`config.mk`:
```
export PLATFORM = sky130hd
export DESIGN_NAME = mc_controller
export DESIGN_NICKNAME = d
export VERILOG_FILES = /design/src/rtl/mc_controller.sv
export SDC_FILE = /design/constraint.sdc
export NUM_CORES = 1
export LEC_CHECK = 0
export CAP_MARGIN = 40
export CORE_UTILIZATION = 38
export CTS_CLUSTER_SIZE = 40
export DETAILED_ROUTE_END_ITERATION = 10
export PLACE_DENSITY = 0.77
export SYNTH_ARGS = -nofsm -noshare
export SYNTH_HDL_FRONTEND = slang
export SYNTH_SLANG_ARGS = --single-unit
```
`constraint.sdc`:
```
create_clock -name clk -period 1.8 [get_ports clk]
set_clock_uncertainty 0.05 [all_clocks]
set_input_delay 0.45 -clock clk [delete_from_list [all_inputs] [get_ports clk]]
set_output_delay 0.45 -clock clk [all_outputs]
set_load 0.02 [all_outputs]
```
`src/rtl/mc_controller.sv`:
```
// Multicycle MIPS main control FSM with ALU function decoder.
// Walks each instruction through fetch, decode, execute, memory and
// writeback states, and drives every datapath select and enable.
// Memory states may be stretched by wait states through mem_ready.
//
// Ports:
//   clk        system clock, rising edge
//   reset      asynchronous active-low reset
//   op, funct  opcode and function fields from the instruction register
//   zero       ALU zero flag (for beq)
//   mem_ready  memory access completes this cycle
//   iord, memread, memwrite, irwrite          memory and IR control
//   regdst, memtoreg, regwrite                register file control
//   alusrca, alusrcb, alucontrol              ALU operand and function
//   pcsrc, pcen                               next-PC select and load
//   illegal    one-cycle pulse on an unsupported opcode or funct
//   state      current FSM state, for debug
module mc_controller #(
  parameter bit USE_MEMREADY = 1'b1
) (
  input  logic       clk,
  input  logic       reset,
  input  logic [5:0] op,
  input  logic [5:0] funct,
  input  logic       zero,
  input  logic       mem_ready,
  output logic       iord,
  output logic       memread,
  output logic       memwrite,
  output logic       irwrite,
  output logic       regdst,
  output logic       memtoreg,
  output logic       regwrite,
  output logic       alusrca,
  output logic [1:0] alusrcb,
  output logic [1:0] pcsrc,
  output logic [2:0] alucontrol,
  output logic       pcen,
  output logic       illegal,
  output logic [3:0] state
);

  localparam int unsigned OP_W  = 6;
  localparam int unsigned ALU_W = 3;

  localparam logic [OP_W-1:0] OP_RTYPE = 6'b000000;
  localparam logic [OP_W-1:0] OP_LW    = 6'b100011;
  localparam logic [OP_W-1:0] OP_SW    = 6'b101011;
  localparam logic [OP_W-1:0] OP_BEQ   = 6'b000100;
  localparam logic [OP_W-1:0] OP_ADDI  = 6'b001000;
  localparam logic [OP_W-1:0] OP_J     = 6'b000010;

  localparam logic [OP_W-1:0] FN_ADD = 6'b100000;
  localparam logic [OP_W-1:0] FN_SUB = 6'b100010;
  localparam logic [OP_W-1:0] FN_AND = 6'b100100;
  localparam logic [OP_W-1:0] FN_OR  = 6'b100101;
  localparam logic [OP_W-1:0] FN_SLT = 6'b101010;

  localparam logic [ALU_W-1:0] ALU_ADD = 3'b010;
  localparam logic [ALU_W-1:0] ALU_SUB = 3'b110;
  localparam logic [ALU_W-1:0] ALU_AND = 3'b000;
  localparam logic [ALU_W-1:0] ALU_OR  = 3'b001;
  localparam logic [ALU_W-1:0] ALU_SLT = 3'b111;

  typedef enum logic [3:0] {
    S_FETCH   = 4'd0,
    S_DECODE  = 4'd1,
    S_MEMADR  = 4'd2,
    S_MEMRD   = 4'd3,
    S_MEMWB   = 4'd4,
    S_MEMWR   = 4'd5,
    S_EXECUTE = 4'd6,
    S_ALUWB   = 4'd7,
    S_BRANCH  = 4'd8,
    S_ADDIEX  = 4'd9,
    S_ADDIWB  = 4'd10,
    S_JUMP    = 4'd11
  } state_e;

  state_e state_q, state_d;

  // Effective memory handshake; tied high when wait states are disabled.
  logic mem_rdy;
  assign mem_rdy = USE_MEMREADY ? mem_ready : 1'b1;

  // ALU function decoder for R-type instructions.
  logic             funct_ok;
  logic [ALU_W-1:0] funct_alu;

  always_comb begin
    funct_ok  = 1'b1;
    funct_alu = ALU_ADD;
    case (funct)
      FN_ADD:  funct_alu = ALU_ADD;
      FN_SUB:  funct_alu = ALU_SUB;
      FN_AND:  funct_alu = ALU_AND;
      FN_OR:   funct_alu = ALU_OR;
      FN_SLT:  funct_alu = ALU_SLT;
      default: funct_ok  = 1'b0;
    endcase
  end

  // State register.
  always_ff @(posedge clk or negedge reset) begin
    if (!reset) begin
      state_q <= S_FETCH;
    end else begin
      state_q <= state_d;
    end
  end

  // Per-state control word, before reset gating.
  logic             ctl_iord;
  logic             ctl_memread;
  logic             ctl_memwrite;
  logic             ctl_irwrite;
  logic             ctl_regdst;
  logic             ctl_memtoreg;
  logic             ctl_regwrite;
  logic             ctl_alusrca;
  logic [1:0]       ctl_alusrcb;
  logic [1:0]       ctl_pcsrc;
  logic [ALU_W-1:0] ctl_alu;
  logic             ctl_pcwrite;
  logic             ctl_branch;
  logic             ctl_illegal;

  // Next-state and Moore control decode.
  always_comb begin
    state_d      = state_q;
    ctl_iord     = 1'b0;
    ctl_memread  = 1'b0;
    ctl_memwrite = 1'b0;
    ctl_irwrite  = 1'b0;
    ctl_regdst   = 1'b0;
    ctl_memtoreg = 1'b0;
    ctl_regwrite = 1'b0;
    ctl_alusrca  = 1'b0;
    ctl_alusrcb  = 2'b00;
    ctl_pcsrc    = 2'b00;
    ctl_alu      = ALU_ADD;
    ctl_pcwrite  = 1'b0;
    ctl_branch   = 1'b0;
    ctl_illegal  = 1'b0;

    case (state_q)
      S_FETCH: begin
        // PC+4 through the ALU; IR and PC load only when the read lands.
        ctl_memread = 1'b1;
        ctl_alusrcb = 2'b01;
        if (mem_rdy) begin
          ctl_irwrite = 1'b1;
          ctl_pcwrite = 1'b1;
          state_d     = S_DECODE;
        end
      end
      S_DECODE: begin
        // Branch target is precomputed into ALUOut while decoding.
        ctl_alusrcb = 2'b11;
        case (op)
          OP_LW, OP_SW: state_d = S_MEMADR;
          OP_RTYPE: begin
            if (funct_ok) begin
              state_d = S_EXECUTE;
            end else begin
              ctl_illegal = 1'b1;
              state_d     = S_FETCH;
            end
          end
          OP_BEQ:  state_d = S_BRANCH;
          OP_ADDI: state_d = S_ADDIEX;
          OP_J:    state_d = S_JUMP;
          default: begin
            ctl_illegal = 1'b1;
            state_d     = S_FETCH;
          end
        endcase
      end
      S_MEMADR: begin
        ctl_alusrca = 1'b1;
        ctl_alusrcb = 2'b10;
        state_d     = (op == OP_SW) ? S_MEMWR : S_MEMRD;
      end
      S_MEMRD: begin
        ctl_memread = 1'b1;
        ctl_iord    = 1'b1;
        if (mem_rdy) begin
          state_d = S_MEMWB;
        end
      end
      S_MEMWB: begin
        ctl_memtoreg = 1'b1;
        ctl_regwrite = 1'b1;
        state_d      = S_FETCH;
      end
      S_MEMWR: begin
        // Single write strobe, issued in the completing cycle only.
        ctl_iord = 1'b1;
        if (mem_rdy) begin
          ctl_memwrite = 1'b1;
          state_d      = S_FETCH;
        end
      end
      S_EXECUTE: begin
        ctl_alusrca = 1'b1;
        ctl_alu     = funct_alu;
        state_d     = S_ALUWB;
      end
      S_ALUWB: begin
        ctl_regdst   = 1'b1;
        ctl_regwrite = 1'b1;
        state_d      = S_FETCH;
      end
      S_BRANCH: begin
        ctl_alusrca = 1'b1;
        ctl_alu     = ALU_SUB;
        ctl_pcsrc   = 2'b01;
        ctl_branch  = 1'b1;
        state_d     = S_FETCH;
      end
      S_ADDIEX: begin
        ctl_alusrca = 1'b1;
        ctl_alusrcb = 2'b10;
        state_d     = S_ADDIWB;
      end
      S_ADDIWB: begin
        ctl_regwrite = 1'b1;
        state_d      = S_FETCH;
      end
      S_JUMP: begin
        ctl_pcsrc   = 2'b10;
        ctl_pcwrite = 1'b1;
        state_d     = S_FETCH;
      end
      default: begin
        // Unused encodings recover to fetch with every control quiet.
        ctl_alu = 3'b000;
        state_d = S_FETCH;
      end
    endcase
  end

  // Outputs are held at zero for as long as reset is asserted.
  always_comb begin
    iord       = reset & ctl_iord;
    memread    = reset & ctl_memread;
    memwrite   = reset & ctl_memwrite;
    irwrite    = reset & ctl_irwrite;
    regdst     = reset & ctl_regdst;
    memtoreg   = reset & ctl_memtoreg;
    regwrite   = reset & ctl_regwrite;
    alusrca    = reset & ctl_alusrca;
    alusrcb    = reset ? ctl_alusrcb : 2'b00;
    pcsrc      = reset ? ctl_pcsrc : 2'b00;
    alucontrol = reset ? ctl_alu : 3'b000;
    pcen       = reset & (ctl_pcwrite | (ctl_branch & zero));
    illegal    = reset & ctl_illegal;
    state      = 4'(state_q);
  end

endmodule

```
==> results.cfg, run 1 <==
[floorplan]
initial_core_util_pct = 40.4
rows = 15
io_pins = 37
die-area_mm2 = 0.00199
die_x_um = 44.6
coreArea_mm2 = 0.00171
die_h_um = 44.6

[clocking]
cts_hold_buf = 0
cts_root_buf = clkbuf_4
htreeDepth = 1
cts.sinks = 4
clock_path_buffers = 2
cts_tree = done
insertion_delay_ps = 260
numCtsBuffers = 3
clk_pin_slew_ps = 50

[power]
peakVddDrop_mv = 1.08
internal_power_mw = 1.08
switching_share_pct = 47.5
leakage_nw = 0.764
p_clk_share_pct = 6.8
p_per_area_mw_per_mm2 = 1260
pwr-share-seq_pct = 9.3
p_sw_mw = 0.981
combPwrFrac_pct = 83.9
total_power_mw = 2.06

[finish]
stdcell_count = 207
multiInputGateArea_um2 = 724
design_area_mm2 = 0.00164
num-nets-final = 199
drive_above_1_share_pct = 69.8
area_delta_synth_final_pct = 137
fill_cells = 39
register_area_um2 = 105
antenna_cells = 0
largest_reg_flops = 4

[logic_synthesis]
synth.avg_cell_area_um2 = 6.98
synth_cells = 99
synth_nets = 115
synth_seq_area_share_pct = 14.5
ys_seq_elements = 4
yosys.area.top_type = dfrtp_1
yosysWarnings = 0
synth.area.top_cells = dfrtp_1, nor2_1, nor3_1
synth_top_area_share_pct = 14.5
yosysUniqueCellTypes = 38
netlist_area_um2 = 691

[worst_setup_path]
cp-end-kind = primary output
startpoint_type = primary input
r2r_start = state[1]
critical_path_arrival_ps = 1540
cp-endpoint = illegal
cp-startpoint = op[0]
critPathRequiredTime_ps = 1300
r2r_cells = 7
worst-r2r-setup-slack_ps = 150
timing_worst_setup_path_type = in2out
worst-path-max-fanout = 2
regToRegEndpoint = state[0]

[global_routing]
grt_max_degree = 9
grt_usage_pct = 31.5
antenna_found_initial = 0
grt_pass1_vias = 1078
grt-ovfl-total = 0
grt_pass1_wl_um = 4680

[run_status]
status = complete, but fails checks
violations = negative setup slack

[timing]
tns_ps = -2300
hold_viol = 0
hold-worst-slack_ps = 262
grt_setup_unrepaired = yes
max_freq_ghz = 0.491
finalCritPeriodShare_pct = 113
slew_viol_final = 0
setup_viol_count_final = 18
worst_pin_slew_ps = 399
worst_slack_ps = -238
max-slew-margin-rel_pct = 73.4
period_minus_slack_ps = 2040

[routing]
drc = 0
antenna_left = 0
vias = 1269
drt-initial-drc-count = 86
wl_um = 4420
routedWlPerCell_um = 21.4
firstDrtPassIters = 5
vias_per_cell = 6.13

[worst_hold_path]
min_path_type = in2async

[placed_design]
dpl_cell_area_mm2 = 0.00135
hpwl_um = 2120
io_buffers = 36
placed_cells = 187
gp_congestion = 0.930

[run]
max_cap_violations = 0
==> logic make-up after synthesis <==
family                   Yosys count  synth area share (%)
adder cells (fa/ha/maj)            1                  1.45
XOR/XNOR                           3                  3.81
multiplexers                       2                  2.90
AO/OA/AOI/OAI                     24                  27.5
AND/OR/NAND/NOR                   56                  42.9
buffers and inverters              9                  6.88
flip-flops                         4                  14.5
==> critical path: stages <==
cell and delay, ps:
buf_6 90, or2_4 260, nor4_4 250, a21oi_2 90, a211oi_2 210, buf_4 180
==> per-stage QoR <==
stage	util (%)	setup WS, ps
2_1_floorplan	-	-125
3_3_place_gp	78.9	-945
3_5_place_dp	78.9	-997
4_1_cts	84.1	-210
5_1_grt	95.8	-261
6_report	95.8	-238
==> power by group through the flow <==
stage	Combinational, mW	Clock, mW	Sequential, mW
after global placement	1.10	0	0.167
after detailed placement	1.13	0	0.170
final	1.73	0.141	0.192
after floorplan	0.527	0	0.194
after global routing	1.77	0.143	0.193
after CTS	1.23	0.128	0.183
==> synthesized netlist by cell type <==
master,instances
nor2_1,16
nand2_1,8
nor3_1,7
nand3_1,6
buf_2,5
nor2b_1,5
a22oi_1,4
dfrtp_1,4
nand2b_1,4
a21oi_1,3
and3_1,3
clkbuf_1,2
mux2i_1,2
o211a_1,2
o21ai_0,2
o21ai_1,2
or2_4,2
xnor2_1,2
a2111oi_2,1
a211o_1,1
a211oi_2,1
a21boi_1,1
a21o_1,1
a221o_1,1
a32o_1,1
a32oi_1,1
and2b_1,1
buf_6,1
inv_2,1
maj3_1,1
nand4b_1,1
nor3b_1,1
nor3b_2,1
nor4_2,1
o2111ai_1,1
o211ai_1,1
o221ai_1,1
xor2_1,1
==> cell usage in the layout, fill, tap and decap left out, drive strengths merged, types with 4 or more instances in the layout <==
| cell type | Yosys | layout |
|---|---|---|
| nor2 | 16 | 16 |
| nor2b | 5 | 5 |
| dfrtp | 4 | 4 |
| nand2b | 4 | 4 |
| clkdlybuf4s15 | 0 | 4 |
| dlygate4sd2 | 0 | 5 |
| a22oi | 4 | 4 |
| clkbuf | 2 | 7 |
| nand3 | 6 | 6 |
| buf | 6 | 74 |
| nor3 | 7 | 7 |
| o21ai | 4 | 4 |
| nand2 | 8 | 8 |
==> final cells by class <==
type	instances	share of cell area (%)
multi-input cells	86	44.3
inverters	1	0.230
well taps	25	1.91
clock buffers	4	1.61
flip-flops and latches	4	6.43
repair buffers	87	45.5
==> worst min-delay path by stage <==
stage / start / endpoint / slack (ps) / depth (start not counted)
after floorplan: reset / state[0] / 100 / 0
after global placement: state[0] / state[2] / 580 / 2
after detailed placement: state[3] / state[0] / 620 / 2
after CTS: reset / state[1] / 220 / 2
after global routing: reset / state[1] / 260 / 2
final: reset / state[1] / 260 / 2
==> per-layer routing <==
| metal | global-route usage (%) | part of all wire (%) |
|---|---|---|
| met5 | 0 | 0 |
| met2 | 57.6 | 48 |
| met4 | 12.7 | 10 |
| met1 | 36.6 | 34 |
| met3 | 4.08 | 8.6 |
==> what timing repair did <==
| action | in CTS | in global routing |
|---|---|---|
| cloned | 0 | 0 |
| endpoints found under the setup margin | 22 | 18 |
| resized for setup | 154 | 41 |
| endpoints found under the hold margin | 0 | 0 |
| pin swaps | 16 | 17 |
| buffers inserted | 5 | 11 |
(Power assumes the default switching activity.)
==> run 2: changes to the inputs <==
--- a/config.mk
+++ b/config.mk
@@ -5,8 +5,9 @@
 export SDC_FILE = /design/constraint.sdc
 export NUM_CORES = 1
 export LEC_CHECK = 0
+export ABC_AREA = 1
 export CAP_MARGIN = 40
-export CORE_UTILIZATION = 38
+export CORE_UTILIZATION = 37
 export CTS_CLUSTER_SIZE = 40
 export DETAILED_ROUTE_END_ITERATION = 10
 export PLACE_DENSITY = 0.77
==> results.cfg, run 2 <==
[floorplan]
initial_core_util_pct = 41.5
rows = 14
die_h_um = 44.1
io_pins = 37
die_x_um = 44.1

[run_status]
stop_stage = global routing
status = did not finish
stop_error = [ERROR DPL-0038] Utilization greater than 100%, impossible to legalize

[logic_synthesis]
ys_seq_elements = 4
synth.avg_cell_area_um2 = 5.55
yosysWarnings = 0
postSynth.asyncResetShare_pct = 100
synth_seq_area_share_pct = 15.3
synth_nets = 134
synth_edf_count = 0
synth.area.top_cells = dfrtp_1, nand2_1, nand3_1
netlist_area_um2 = 654
yosysUniqueCellTypes = 24
ys.flop_type = dfrtp_1
synth_common_cells = nand2_1, inv_1, nor2_1
yosys.area.top_type = dfrtp_1
synth_cells = 118
synth_most_common_cell = nand2_1
synth_top_area_share_pct = 15.3

[placed_design]
gp_congestion = 0.903
io_buffers = 36
pre_cts_ws_ps = -1020
hpwl_um = 2070

[clocking]
cts_root_buf = clkbuf_4
clock_path_buffers = 2
cts.sinks = 4
numCtsBuffers = 3
htreeDepth = 1

[timing]
timing.grt.repair.worst_endpoint = pcen
endpoint_type = primary output

[global_routing]
grt_max_degree = 8
-- run 2: cell count changes after synthesis, moves of 5 or more --
| cell | before | now |
|---|---|---|
| inv_1 | 0 | 17 |
| nand2_1 | 8 | 22 |
| nand3_1 | 6 | 14 |
| nand4_1 | 0 | 5 |
| nor2b_1 | 5 | 0 |
-- run 2: timing repair --
action                     4_1_cts
setup endpoints to repair       21
setup buffers                   11
hold endpoints to repair         0
gates resized for setup        180
pin swaps                       20
hold buffers                     0
-- run 2: kinds of logic after synthesis --
| group | after synthesis | share of synthesized area [%] |
|---|---|---|
| compound gates | 16 | 14.9 |
| buf+inv | 23 | 13.4 |
| flops | 4 | 15.3 |
| simple gates | 75 | 56.4 |
-- run 2: through the flow --
| step | TNS, ps | hold WS [ps] | cell area (um^2) | cells | util (%) |
|---|---|---|---|---|---|
| 2_1_floorplan | -182 | 104 | 693 | 118 | - |
| 3_3_place_gp | -12170 | 662 | 1310 | 201 | 83.0 |
| 3_5_place_dp | -12810 | 669 | 1310 | 201 | 83.0 |
| 4_1_cts | -1440 | 198 | 1440 | 216 | 91.6 |
==> run 3: changes to the inputs <==
--- a/config.mk
+++ b/config.mk
@@ -7,10 +7,10 @@
 export LEC_CHECK = 0
 export ABC_AREA = 1
 export CAP_MARGIN = 40
-export CORE_UTILIZATION = 37
-export CTS_CLUSTER_SIZE = 40
+export CORE_AREA = 2 2 63 65
 export DETAILED_ROUTE_END_ITERATION = 10
-export PLACE_DENSITY = 0.77
+export DIE_AREA = 0 0 65 67
+export PLACE_DENSITY_LB_ADDON = 0.15
 export SYNTH_ARGS = -nofsm -noshare
 export SYNTH_HDL_FRONTEND = slang
 export SYNTH_SLANG_ARGS = --single-unit
==> results.cfg, run 3 <==
[global_routing]
grt_max_degree = 8
grt_usage_pct = 14.0
grt_pass1_wl_um = 4740
grt_pass1_vias = 1082
grt-ovfl-total = 0
antenna_found_initial = 0

[routing]
top_layer = met4
drt-met1-wl_um = 1230
vias_per_cell = 4.37
vias = 1162
antenna_left = 0
wl_um = 3180
dr_wl_met3_um = 151
firstDrtPassIters = 4
routedWlPerCell_um = 12.0
drt-initial-drc-count = 17
drc = 0
wl_met2_um = 1780

[clocking]
numCtsBuffers = 3
clk_pin_slew_ps = 30
cts_root_buf = clkbuf_8
insertion_delay_ps = 210
clock_path_buffers = 2
cts_tree = done
htreeDepth = 1
cts_hold_buf = 0
cts.sinks = 4

[timing]
hold_viol = 0
max_freq_ghz = 0.510
worst_slack_ps = -159
setup_viol_count_final = 13
slew_viol_final = 0
max-slew-margin-rel_pct = 84.6
grt_setup_unrepaired = yes
worst_pin_slew_ps = 230
finalCritPeriodShare_pct = 109
period_minus_slack_ps = 1960

[logic_synthesis]
netlist_area_um2 = 654
ys_seq_elements = 4
synth_common_cells = nand2_1, inv_1, nor2_1
ys.flop_type = dfrtp_1
synth_top_area_share_pct = 15.3
synth_seq_area_share_pct = 15.3
synth.avg_cell_area_um2 = 5.55
postSynth.asyncResetShare_pct = 100
synth_nets = 134
yosysUniqueCellTypes = 24
synth.area.top_cells = dfrtp_1, nand2_1, nand3_1
yosysWarnings = 0
synth_edf_count = 0
synth_cells = 118
synth_most_common_cell = nand2_1
yosys.area.top_type = dfrtp_1

[worst_setup_path]
timing.critical_path.buf_inv = 3
cp-end-kind = primary output
regToRegEndpoint = state[0]
critPathRequiredTime_ps = 1300
cp-startpoint = state[0]
crit_chain = inv_4, nand2_2, buf_4, a211oi_2, buf_4
worst-path-max-fanout = 4
crit_cells = 5
r2r_start = state[1]
cp-endpoint = alucontrol[0]
startpoint_type = register
cp_slowest_cell = dfrtp_2
worst-r2r-setup-slack_ps = 310
critPathMostFrequentCell = buf_4
crit_family = buffers and inverters
r2r_cells = 8
timing_worst_setup_path_type = reg2out
critPathMaxStageDelay_ps = 440
critical_path_arrival_ps = 1460

[floorplan]
die_x_um = 65
die-area_mm2 = 0.00436
rows = 22
io_pins = 37
coreArea_mm2 = 0.00361
initial_core_util_pct = 18.1
die_h_um = 67

[placed_design]
dpl_cell_area_mm2 = 0.00138
hpwl_um = 2170
pre_cts_ws_ps = -991
io_buffers = 36
gp_congestion = 0.795

[worst_hold_path]
min_path_type = in2async

[run]
max_cap_violations = 0

[finish]
largest_reg_flops = 4
fin_util_pct = 49.2
design_area_mm2 = 0.00178
layout_commonest_cell = buf_4
num-nets-final = 235
area_delta_synth_final_pct = 171
final_cell_mix = buf_4, buf_6, nand2_1
drive_above_1_share_pct = 72.5
antenna_cells = 0

[power]
leakage_nw = 0.899
total_power_mw = 1.67
p_per_area_mw_per_mm2 = 942
peakVddDrop_mv = 0.307

[run_status]
violations = negative setup slack
status = complete, but fails checks
## run 3: worst reg2reg max path, delay by kind of cell, from the launching register on
family	cells	cell delay, ps
AOI/OAI and AO/OA	2	240
buffers and inverters	2	220
and+or+nand+nor	4	440
DFF	1	450
## run 3: how the worst min path moves through the flow
stage                  start  endpoint  slack [ps]
finish                 reset  state[2]         190
global route           reset  state[2]         200
CTS                    reset  state[2]         190
detailed placement  state[0]  state[0]         700
global placement    state[0]  state[0]         690
floorplan              reset  state[0]         100
## run 3: layout make-up
| type | instances | area (um^2) |
|---|---|---|
| fill | 365 | 1830 |
| timing repair buffer | 96 | 771 |
| multi-input combinational | 91 | 686 |
| sequential | 4 | 105 |
| inverter | 22 | 101 |
| tap | 48 | 60.1 |
| clock buffer | 4 | 45.0 |
| timing repair inverter | 1 | 7.51 |
## run 3: where the power goes
part | leakage, nW | internal, mW | total, mW | switching (mW)
registers | 0.0473 | 0.123 | 0.181 | 0.0584
logic | 0.829 | 0.632 | 1.29 | 0.659
clock network | 0.0228 | 0.152 | 0.200 | 0.0488
total | 0.899 | 0.907 | 1.67 | 0.766
## run 3: routing by layer
layer  global-route usage (%)  vias up
met4                     3.19        0
li1                         -      588
met3                     2.53        4
met2                     27.8       39
met1                     15.1      531
met5                        0        -
## run 3: cell families (layout without fill, tap and decap cells)
kind of cell	after synthesis	after routing	share of synthesized area, %
buffers and inverters	23	123	13.4
AND/OR/NAND/NOR	75	75	56.4
AO/OA/AOI/OAI	16	16	14.9
flip-flops	4	4	15.3
## run 3: stage by stage
| stage | TNS, ps | hold slack, ps | std cells |
|---|---|---|---|
| 2_1_floorplan | -182 | 104 | 118 |
| 3_3_place_gp | -12980 | 691 | 237 |
| 3_5_place_dp | -13350 | 703 | 237 |
| 4_1_cts | -1130 | 186 | 258 |
| 5_1_grt | -2130 | 202 | 266 |
| 6_report | -1240 | 194 | 266 |
## run 3: what timing repair did
item	CTS	global route
buffers inserted	16	9
endpoints found under the setup margin	20	17
pin swaps	23	21
cloned	1	0
gates resized for setup	184	41
